==> src/rtl/lsu_pkg.sv <==
// Shared types for the load/store stage.
//   mem_op_e  : memory operation carried from EXU.
//   exu_lsu_t : EXU -> LSU payload.
//   lsu_wb_t  : LSU -> write-back payload.
//   is_store  : helper that classifies store operations.
package lsu_pkg;

  typedef enum logic [3:0] {
    MEM_NONE = 4'd0,
    LB       = 4'd1,
    LH       = 4'd2,
    LW       = 4'd3,
    LBU      = 4'd4,
    LHU      = 4'd5,
    SB       = 4'd6,
    SH       = 4'd7,
    SW       = 4'd8
  } mem_op_e;

  typedef struct packed {
    logic [4:0]  rd_addr;
    logic [31:0] alu_result;
    logic [31:0] store_data;
    mem_op_e     mem_op;
    logic        reg_wen;
    logic [31:0] pc_target;
  } exu_lsu_t;

  typedef struct packed {
    logic [4:0]  rd_addr;
    logic [31:0] wb_data;
    logic        reg_wen;
    logic [31:0] pc_target;
  } lsu_wb_t;

  function automatic logic is_store(mem_op_e op);
    return (op == SB) || (op == SH) || (op == SW);
  endfunction

endpackage

==> src/rtl/lsu_if.sv <==
// Generic valid/ready pipeline-stage handshake carrying a typed payload.
//   valid   : producer has a payload.
//   ready   : consumer can take it; transfer when both are high.
//   payload : data of type payload_t.
// master = producer side, slave = consumer side.
interface stage_if #(
  parameter type payload_t = logic
) ();
  logic     valid;
  logic     ready;
  payload_t payload;

  modport master (output valid, output payload, input ready);
  modport slave  (input valid, input payload, output ready);
endinterface

==> src/rtl/lsu_align.sv <==
// Purely combinational lane logic for the load/store unit.
//   mem_op     : operation being aligned.
//   lane       : addr[1:0] of the access.
//   store_data : raw store value from EXU.
//   rdata      : raw word returned by the data bus.
//   wdata      : store data replicated into every candidate lane.
//   wstrb      : byte enables (zero for loads and non-memory ops).
//   misaligned : halfword on odd address or word not on 4-byte boundary.
//   load_data  : extracted and sign/zero extended load result.
module lsu_align
  import lsu_pkg::*;
(
  input  mem_op_e     mem_op,
  input  logic [1:0]  lane,
  input  logic [31:0] store_data,
  input  logic [31:0] rdata,
  output logic [31:0] wdata,
  output logic [3:0]  wstrb,
  output logic        misaligned,
  output logic [31:0] load_data
);

  logic [7:0]  rbytes [4];
  logic [7:0]  byte_sel;
  logic [15:0] half_sel;

  for (genvar gi = 0; gi < 4; gi++) begin : g_lane
    assign rbytes[gi] = rdata[8*gi +: 8];
  end

  assign byte_sel = rbytes[lane];
  assign half_sel = lane[1] ? rdata[31:16] : rdata[15:0];

  // Replicating the data means the strobes alone select the lanes the
  // memory actually writes.
  always_comb begin
    wdata      = '0;
    wstrb      = '0;
    misaligned = 1'b0;
    case (mem_op)
      SB: begin
        wdata = {4{store_data[7:0]}};
        wstrb = 4'b0001 << lane;
      end
      SH: begin
        wdata      = {2{store_data[15:0]}};
        wstrb      = 4'b0011 << lane;
        misaligned = lane[0];
      end
      SW: begin
        wdata      = store_data;
        wstrb      = 4'hF;
        misaligned = (lane != 2'b00);
      end
      LH, LHU: misaligned = lane[0];
      LW:      misaligned = (lane != 2'b00);
      default: ;
    endcase
  end

  always_comb begin
    load_data = '0;
    case (mem_op)
      LB:      load_data = {{24{byte_sel[7]}}, byte_sel};
      LBU:     load_data = {24'd0, byte_sel};
      LH:      load_data = {{16{half_sel[15]}}, half_sel};
      LHU:     load_data = {16'd0, half_sel};
      LW:      load_data = rdata;
      default: ;
    endcase
  end

endmodule

==> src/rtl/lsu.sv <==
// Load/store stage between EXU and write-back.
//   clk, rst_n       : clock, asynchronous active-low reset.
//   exu_in           : instruction from EXU (stage_if slave, exu_lsu_t).
//   lsu_out          : result to write-back (stage_if master, lsu_wb_t).
//   dmem_req_*       : single-beat data-bus request (word-aligned address).
//   dmem_resp_*      : data-bus response (data + error).
//   lsu_err          : one-cycle pulse on misalign, bus error or timeout.
// One instruction in flight; every output is decoded from state/registers.
module lsu
  import lsu_pkg::*;
#(
  parameter int unsigned RESP_TIMEOUT = 255
) (
  input  logic        clk,
  input  logic        rst_n,
  stage_if.slave      exu_in,
  stage_if.master     lsu_out,
  output logic        dmem_req_valid,
  input  logic        dmem_req_ready,
  output logic [31:0] dmem_req_addr,
  output logic        dmem_req_wen,
  output logic [31:0] dmem_req_wdata,
  output logic [3:0]  dmem_req_wstrb,
  input  logic        dmem_resp_valid,
  input  logic [31:0] dmem_resp_rdata,
  input  logic        dmem_resp_err,
  output logic        lsu_err
);

  localparam logic [1:0] S_IDLE = 2'd0;
  localparam logic [1:0] S_REQ  = 2'd1;
  localparam logic [1:0] S_WAIT = 2'd2;
  localparam logic [1:0] S_OUT  = 2'd3;

  // Last counter value before the response is declared lost.
  localparam logic [15:0] TIMEOUT_LAST = 16'(RESP_TIMEOUT - 1);

  logic [1:0]  state_reg;
  exu_lsu_t    op_reg;
  lsu_wb_t     wb_reg;
  logic        err_reg;
  logic [15:0] cnt_reg;
  logic [31:0] wdata_reg;
  logic [3:0]  wstrb_reg;

  // In S_IDLE the aligner looks at the incoming instruction (misalign check
  // and lane data captured at fire); afterwards it looks at the latched one.
  exu_lsu_t    cur_op;
  logic [31:0] align_wdata;
  logic [3:0]  align_wstrb;
  logic        align_misaligned;
  logic [31:0] align_load_data;
  lsu_wb_t     squash_wb;

  assign cur_op = (state_reg == S_IDLE) ? exu_in.payload : op_reg;

  lsu_align u_align (
    .mem_op     (cur_op.mem_op),
    .lane       (cur_op.alu_result[1:0]),
    .store_data (cur_op.store_data),
    .rdata      (dmem_resp_rdata),
    .wdata      (align_wdata),
    .wstrb      (align_wstrb),
    .misaligned (align_misaligned),
    .load_data  (align_load_data)
  );

  // Result used for stores and for any faulted access: no register write.
  assign squash_wb = '{rd_addr: cur_op.rd_addr, wb_data: 32'd0,
                       reg_wen: 1'b0, pc_target: cur_op.pc_target};

  always_ff @(posedge clk or negedge rst_n) begin
    if (!rst_n) begin
      state_reg <= S_IDLE;
      op_reg    <= '0;
      wb_reg    <= '0;
      err_reg   <= 1'b0;
      cnt_reg   <= '0;
      wdata_reg <= '0;
      wstrb_reg <= '0;
    end else begin
      // lsu_err only ever lasts for the first cycle of S_OUT.
      err_reg <= 1'b0;
      case (state_reg)
        S_IDLE: begin
          if (exu_in.valid) begin
            op_reg    <= exu_in.payload;
            wdata_reg <= align_wdata;
            wstrb_reg <= align_wstrb;
            cnt_reg   <= '0;
            if (cur_op.mem_op == MEM_NONE) begin
              wb_reg    <= '{rd_addr: cur_op.rd_addr, wb_data: cur_op.alu_result,
                             reg_wen: cur_op.reg_wen, pc_target: cur_op.pc_target};
              state_reg <= S_OUT;
            end else if (align_misaligned) begin
              wb_reg    <= squash_wb;
              err_reg   <= 1'b1;
              state_reg <= S_OUT;
            end else begin
              state_reg <= S_REQ;
            end
          end
        end
        S_REQ: begin
          if (dmem_req_ready) begin
            state_reg <= S_WAIT;
          end
        end
        S_WAIT: begin
          // A response in the same cycle as the timeout still wins.
          if (dmem_resp_valid) begin
            state_reg <= S_OUT;
            if (dmem_resp_err) begin
              wb_reg  <= squash_wb;
              err_reg <= 1'b1;
            end else if (is_store(op_reg.mem_op)) begin
              wb_reg <= squash_wb;
            end else begin
              wb_reg <= '{rd_addr: op_reg.rd_addr, wb_data: align_load_data,
                          reg_wen: op_reg.reg_wen, pc_target: op_reg.pc_target};
            end
          end else if (cnt_reg == TIMEOUT_LAST) begin
            wb_reg    <= squash_wb;
            err_reg   <= 1'b1;
            state_reg <= S_OUT;
          end else begin
            cnt_reg <= cnt_reg + 16'd1;
          end
        end
        S_OUT: begin
          if (lsu_out.ready) begin
            state_reg <= S_IDLE;
          end
        end
        default: state_reg <= S_IDLE;
      endcase
    end
  end

  assign exu_in.ready    = (state_reg == S_IDLE);
  assign lsu_out.valid   = (state_reg == S_OUT);
  assign lsu_out.payload = wb_reg;
  assign dmem_req_valid  = (state_reg == S_REQ);
  assign dmem_req_addr   = {op_reg.alu_result[31:2], 2'b00};
  assign dmem_req_wen    = is_store(op_reg.mem_op);
  assign dmem_req_wdata  = wdata_reg;
  assign dmem_req_wstrb  = wstrb_reg;
  assign lsu_err         = err_reg;

endmodule
==> src/flat_wrapper.sv <==
// flat-port wrapper written by rule: the top's interface ports become plain ports
module lsu_flat import lsu_pkg::*;
#(
  parameter int unsigned RESP_TIMEOUT = 255
)
  (clk, rst_n, dmem_req_valid, dmem_req_ready, dmem_req_addr, dmem_req_wen, dmem_req_wdata, dmem_req_wstrb, dmem_resp_valid, dmem_resp_rdata, dmem_resp_err, lsu_err, exu_in_valid, exu_in_payload, exu_in_ready, lsu_out_valid, lsu_out_payload, lsu_out_ready);
  stage_if exu_in_i ();
  stage_if lsu_out_i ();
  input  logic clk;
  input  logic rst_n;
  output logic dmem_req_valid;
  input  logic dmem_req_ready;
  output logic [31:0] dmem_req_addr;
  output logic dmem_req_wen;
  output logic [31:0] dmem_req_wdata;
  output logic [3:0] dmem_req_wstrb;
  input  logic dmem_resp_valid;
  input  logic [31:0] dmem_resp_rdata;
  input  logic dmem_resp_err;
  output logic lsu_err;
  input wire logic [$bits(exu_in_i.valid)-1:0] exu_in_valid;
  input wire logic [$bits(exu_in_i.payload)-1:0] exu_in_payload;
  output wire logic [$bits(exu_in_i.ready)-1:0] exu_in_ready;
  output wire logic [$bits(lsu_out_i.valid)-1:0] lsu_out_valid;
  output wire logic [$bits(lsu_out_i.payload)-1:0] lsu_out_payload;
  input wire logic [$bits(lsu_out_i.ready)-1:0] lsu_out_ready;
  assign exu_in_i.valid = exu_in_valid;
  assign exu_in_i.payload = exu_in_payload;
  assign exu_in_ready = exu_in_i.ready;
  assign lsu_out_valid = lsu_out_i.valid;
  assign lsu_out_payload = lsu_out_i.payload;
  assign lsu_out_i.ready = lsu_out_ready;
  lsu #(.RESP_TIMEOUT(RESP_TIMEOUT)) u_core (.clk(clk), .rst_n(rst_n), .exu_in(exu_in_i), .lsu_out(lsu_out_i), .dmem_req_valid(dmem_req_valid), .dmem_req_ready(dmem_req_ready), .dmem_req_addr(dmem_req_addr), .dmem_req_wen(dmem_req_wen), .dmem_req_wdata(dmem_req_wdata), .dmem_req_wstrb(dmem_req_wstrb), .dmem_resp_valid(dmem_resp_valid), .dmem_resp_rdata(dmem_resp_rdata), .dmem_resp_err(dmem_resp_err), .lsu_err(lsu_err));
endmodule
==> config.mk <==
export PLATFORM = sky130hd
export DESIGN_NAME = lsu_flat
export DESIGN_NICKNAME = d
export VERILOG_FILES = /design/src/rtl/lsu_pkg.sv /design/src/rtl/lsu_if.sv /design/src/rtl/lsu_align.sv /design/src/rtl/lsu.sv /design/src/flat_wrapper.sv
export SDC_FILE = /design/constraint.sdc
export NUM_CORES = 1
export LEC_CHECK = 0
export ABC_AREA = 1
export BUFFER_PORTS_ARGS = -buffer_cell sky130_fd_sc_hd__buf_2
export CORE_ASPECT_RATIO = 1.5
export CORE_UTILIZATION = 47
export CTS_CLUSTER_SIZE = 24
export DETAILED_ROUTE_END_ITERATION = 12
export PLACE_DENSITY = 0.86
export SKIP_LAST_GASP = 1
export SLEW_MARGIN = 20
export SYNTH_ARGS = -nofsm -noshare
export SYNTH_HDL_FRONTEND = slang
export SYNTH_SLANG_ARGS = --single-unit
==> constraint.sdc <==
create_clock -name clk -period 3.4 [get_ports clk]
set_input_delay 0.34 -clock clk [delete_from_list [all_inputs] [get_ports clk]]
set_output_delay 0.34 -clock clk [all_outputs]
set_load 0.02 [all_outputs]
==> run_results.csv <==
group,metric,value,unit
run_status,status,"finished, final reports clean",
cells_and_area,largest_register_ffs,16,
worst_hold_path,min_path_type,"in -> async",
floorplan,die_w,53.8,um
synth,ys_ff_latch,21,
worst_setup_path,crit_arrival,1.90,ns
synth,ys_warn_count,0,
cells_and_area,areaGrowthSynthToFinish,-6.94,%
synth,synth_top_cell_by_area,"dfrtp_1",
sta,final.min_clock_period,1.74,ns
cts,ctsHoldBuffers,0,
synth,yosys.area_share.xor_xnor,3.24,%
synth,synth_area,1890,um2
worst_setup_path,criticalPathCategory,"reg -> reg",
synth,ys_seq_area_share,27.8,%
cells_and_area,layout_common_cells,"nand2_1, conb_1, nor2_1",
cells_and_area,stdcell_count,326,
power_and_ir_drop,peakVddDrop,0.000470,V
worst_setup_path,endpoint_kind,"flop",
sta,rsz0062_at_grt,"false",
cts,cts_setup_buffers,0,
synth,synthSimpleGateAreaFrac,28.9,%
global_route,grt_start_max_net_pins,22,
synth,ys_top_cells_by_area,"dfrtp_1, buf_4, nand2_1",
power_and_ir_drop,leakagePower,0.000982,uW
floorplan,core_area,3750,um2
floorplan,rows,27,
cts,cts_buffers,3,
route,routed_wl,3220,um
sta,post-route-period-util,51.2,%
route,drt-pass1-iter-count,4,
sta,setup_viol,0,
synth,syn_area_per_cell,6.98,um2
route,drc,0,
synth,synth_compound_area_share,5.16,%
worst_setup_path,rr_startpoint,"u_core.cnt_reg[0]",
synth,synth_fa_ha_area_share,1.32,%
power_and_ir_drop,p_per_area,520,nW/um2
cts,path_clk_slew,0.08,ns
job,drv_cap,0,
global_route,grt_pass1_vias,1297,
global_route,antenna_found_initial,0,
sta,fmax,0.574,GHz
cts,cts_buffer_depth,2,
sta,finalHoldViolations,0,
floorplan,dieArea,4290,um2
cts,cts-root-buf,"clkbuf_8",
cells_and_area,nets,326,
global_route,grt_pass1_wl,5370,um
sta,setup_tns,0,ns
sta,fin_skew,0.00260,ns
route,drtAntennaViolNets,0,
placed_design,dp_hpwl,2470,um
cts,worstSkewPairLatency,0.27,ns
cts,tritoncts,"done",
worst_setup_path,critPathLaunchType,"flop",
global_route,grt_use_total,17.2,%
route,wl_per_cell,9.87,um
floorplan,io_pins,114,
synth,muxShareOfSynthArea,0,%
route,via_per_inst,4.52,
synth,synth_top_family_by_area,"buffers and inverters",
cts,htreeDepth,1,
floorplan,die_h,79.7,um
route,vias,1475,
sta,finalMaxSlewViolations,0,
placed_design,place.gp.congestion,0.896,
cts,cts_num_sinks,21,
worst_setup_path,cp.required,3.56,ns
cells_and_area,drive_gt1_share,7.77,%
cells_and_area,diodes,0,
floorplan,initial_core_util,50.5,%
placed_design,dpl.cell_count,322,
worst_setup_path,crit_start,"u_core.cnt_reg[0]",
synth,synth_top_area_share,27.8,%
route,drt_iter0_markers,55,
synth,synth.distinct_cells,21,
global_route,grt_overflow,0,
cts,ctsResizeCount,0,
placed_design,io_buffers,12,
worst_setup_path,worstPathMaxFanout,11,
synth,netlist_instances,271,
## final timing paths
path,end,slack [ns],cells after the start
max in group asynchronous,u_core.cnt_reg[15],3.04,1
min in group clk,u_core.state_reg[1],0.26,2
max reg2reg,u_core.cnt_reg[5],1.66,9
max,u_core.cnt_reg[5],1.66,9
min reg2reg,u_core.op_reg[0],0.49,2
min,u_core.cnt_reg[4],0.02,1
## layer usage
metal	track usage (%)	vias to the layer above	part of all wire, %
li1	-	730	-
met1	18.9	658	37
met2	29.0	76	54
met3	1.90	11	5.4
met4	12.1	0	3.8
met5	0	-	0
## metrics by stage
step	setup WS (ns)	utilization (%)	cell area [um2]	total power [uW]	hold WS, ns
final	1.66	46.9	1760	915	0.0206
after global routing	1.48	46.9	1760	973	0.0637
after CTS	1.64	46.9	1760	918	0.0415
after detailed placement	1.65	45.7	1720	746	0.336
after global placement	1.68	45.7	1720	733	0.322
after floorplan	1.96	-	2150	732	0.0444
## Yosys cell counts
cell / count
a21oi_4: 1
xor2_1: 7
buf_6: 2
ha_1: 2
nand3b_1: 2
buf_4: 69
nand4_1: 6
nand3_1: 16
conb_1: 1
nand2_1: 69
clkbuf_2: 1
o21bai_1: 2
a31oi_1: 1
nand2_2: 3
nor2_4: 1
inv_1: 23
nor2_2: 2
o21ai_1: 2
o21ai_0: 10
nor2_1: 30
dfrtp_1: 21
## kinds of logic (layout without fill, tap and decap cells)
group	after synthesis	after routing
adders and majority gates	2	2
AOI/OAI and AO/OA	16	16
other	1	69
DFF	21	21
xor gates and xnor gates	7	7
buffers and inverters	95	39
and+or+nand+nor	129	129
## layout make-up
class	instances	area (um2)
Tap cell	43	53.8
Sequential cell	21	526
Clock buffer	4	45.0
Inverter	23	86.3
Timing Repair Buffer	12	60.1
Multi-Input combinational cell	223	990
Fill cell	385	1990
## power by group
group / internal, uW / switching (uW)
combinational: 91.5 / 302
sequential: 296 / 51.2
clock: 84.0 / 90.3
## worst max-delay path, stage by stage, from the launching register on
cell     delay [ns]
dfrtp_1        0.42
inv_1          0.09
ha_1           0.15
nand3_1        0.09
nor2_2         0.14
nand2_2        0.10
nand2_1        0.16
nand2_1        0.26
nand2_1        0.14
o21ai_1        0.07
(Power assumes the default switching activity.)
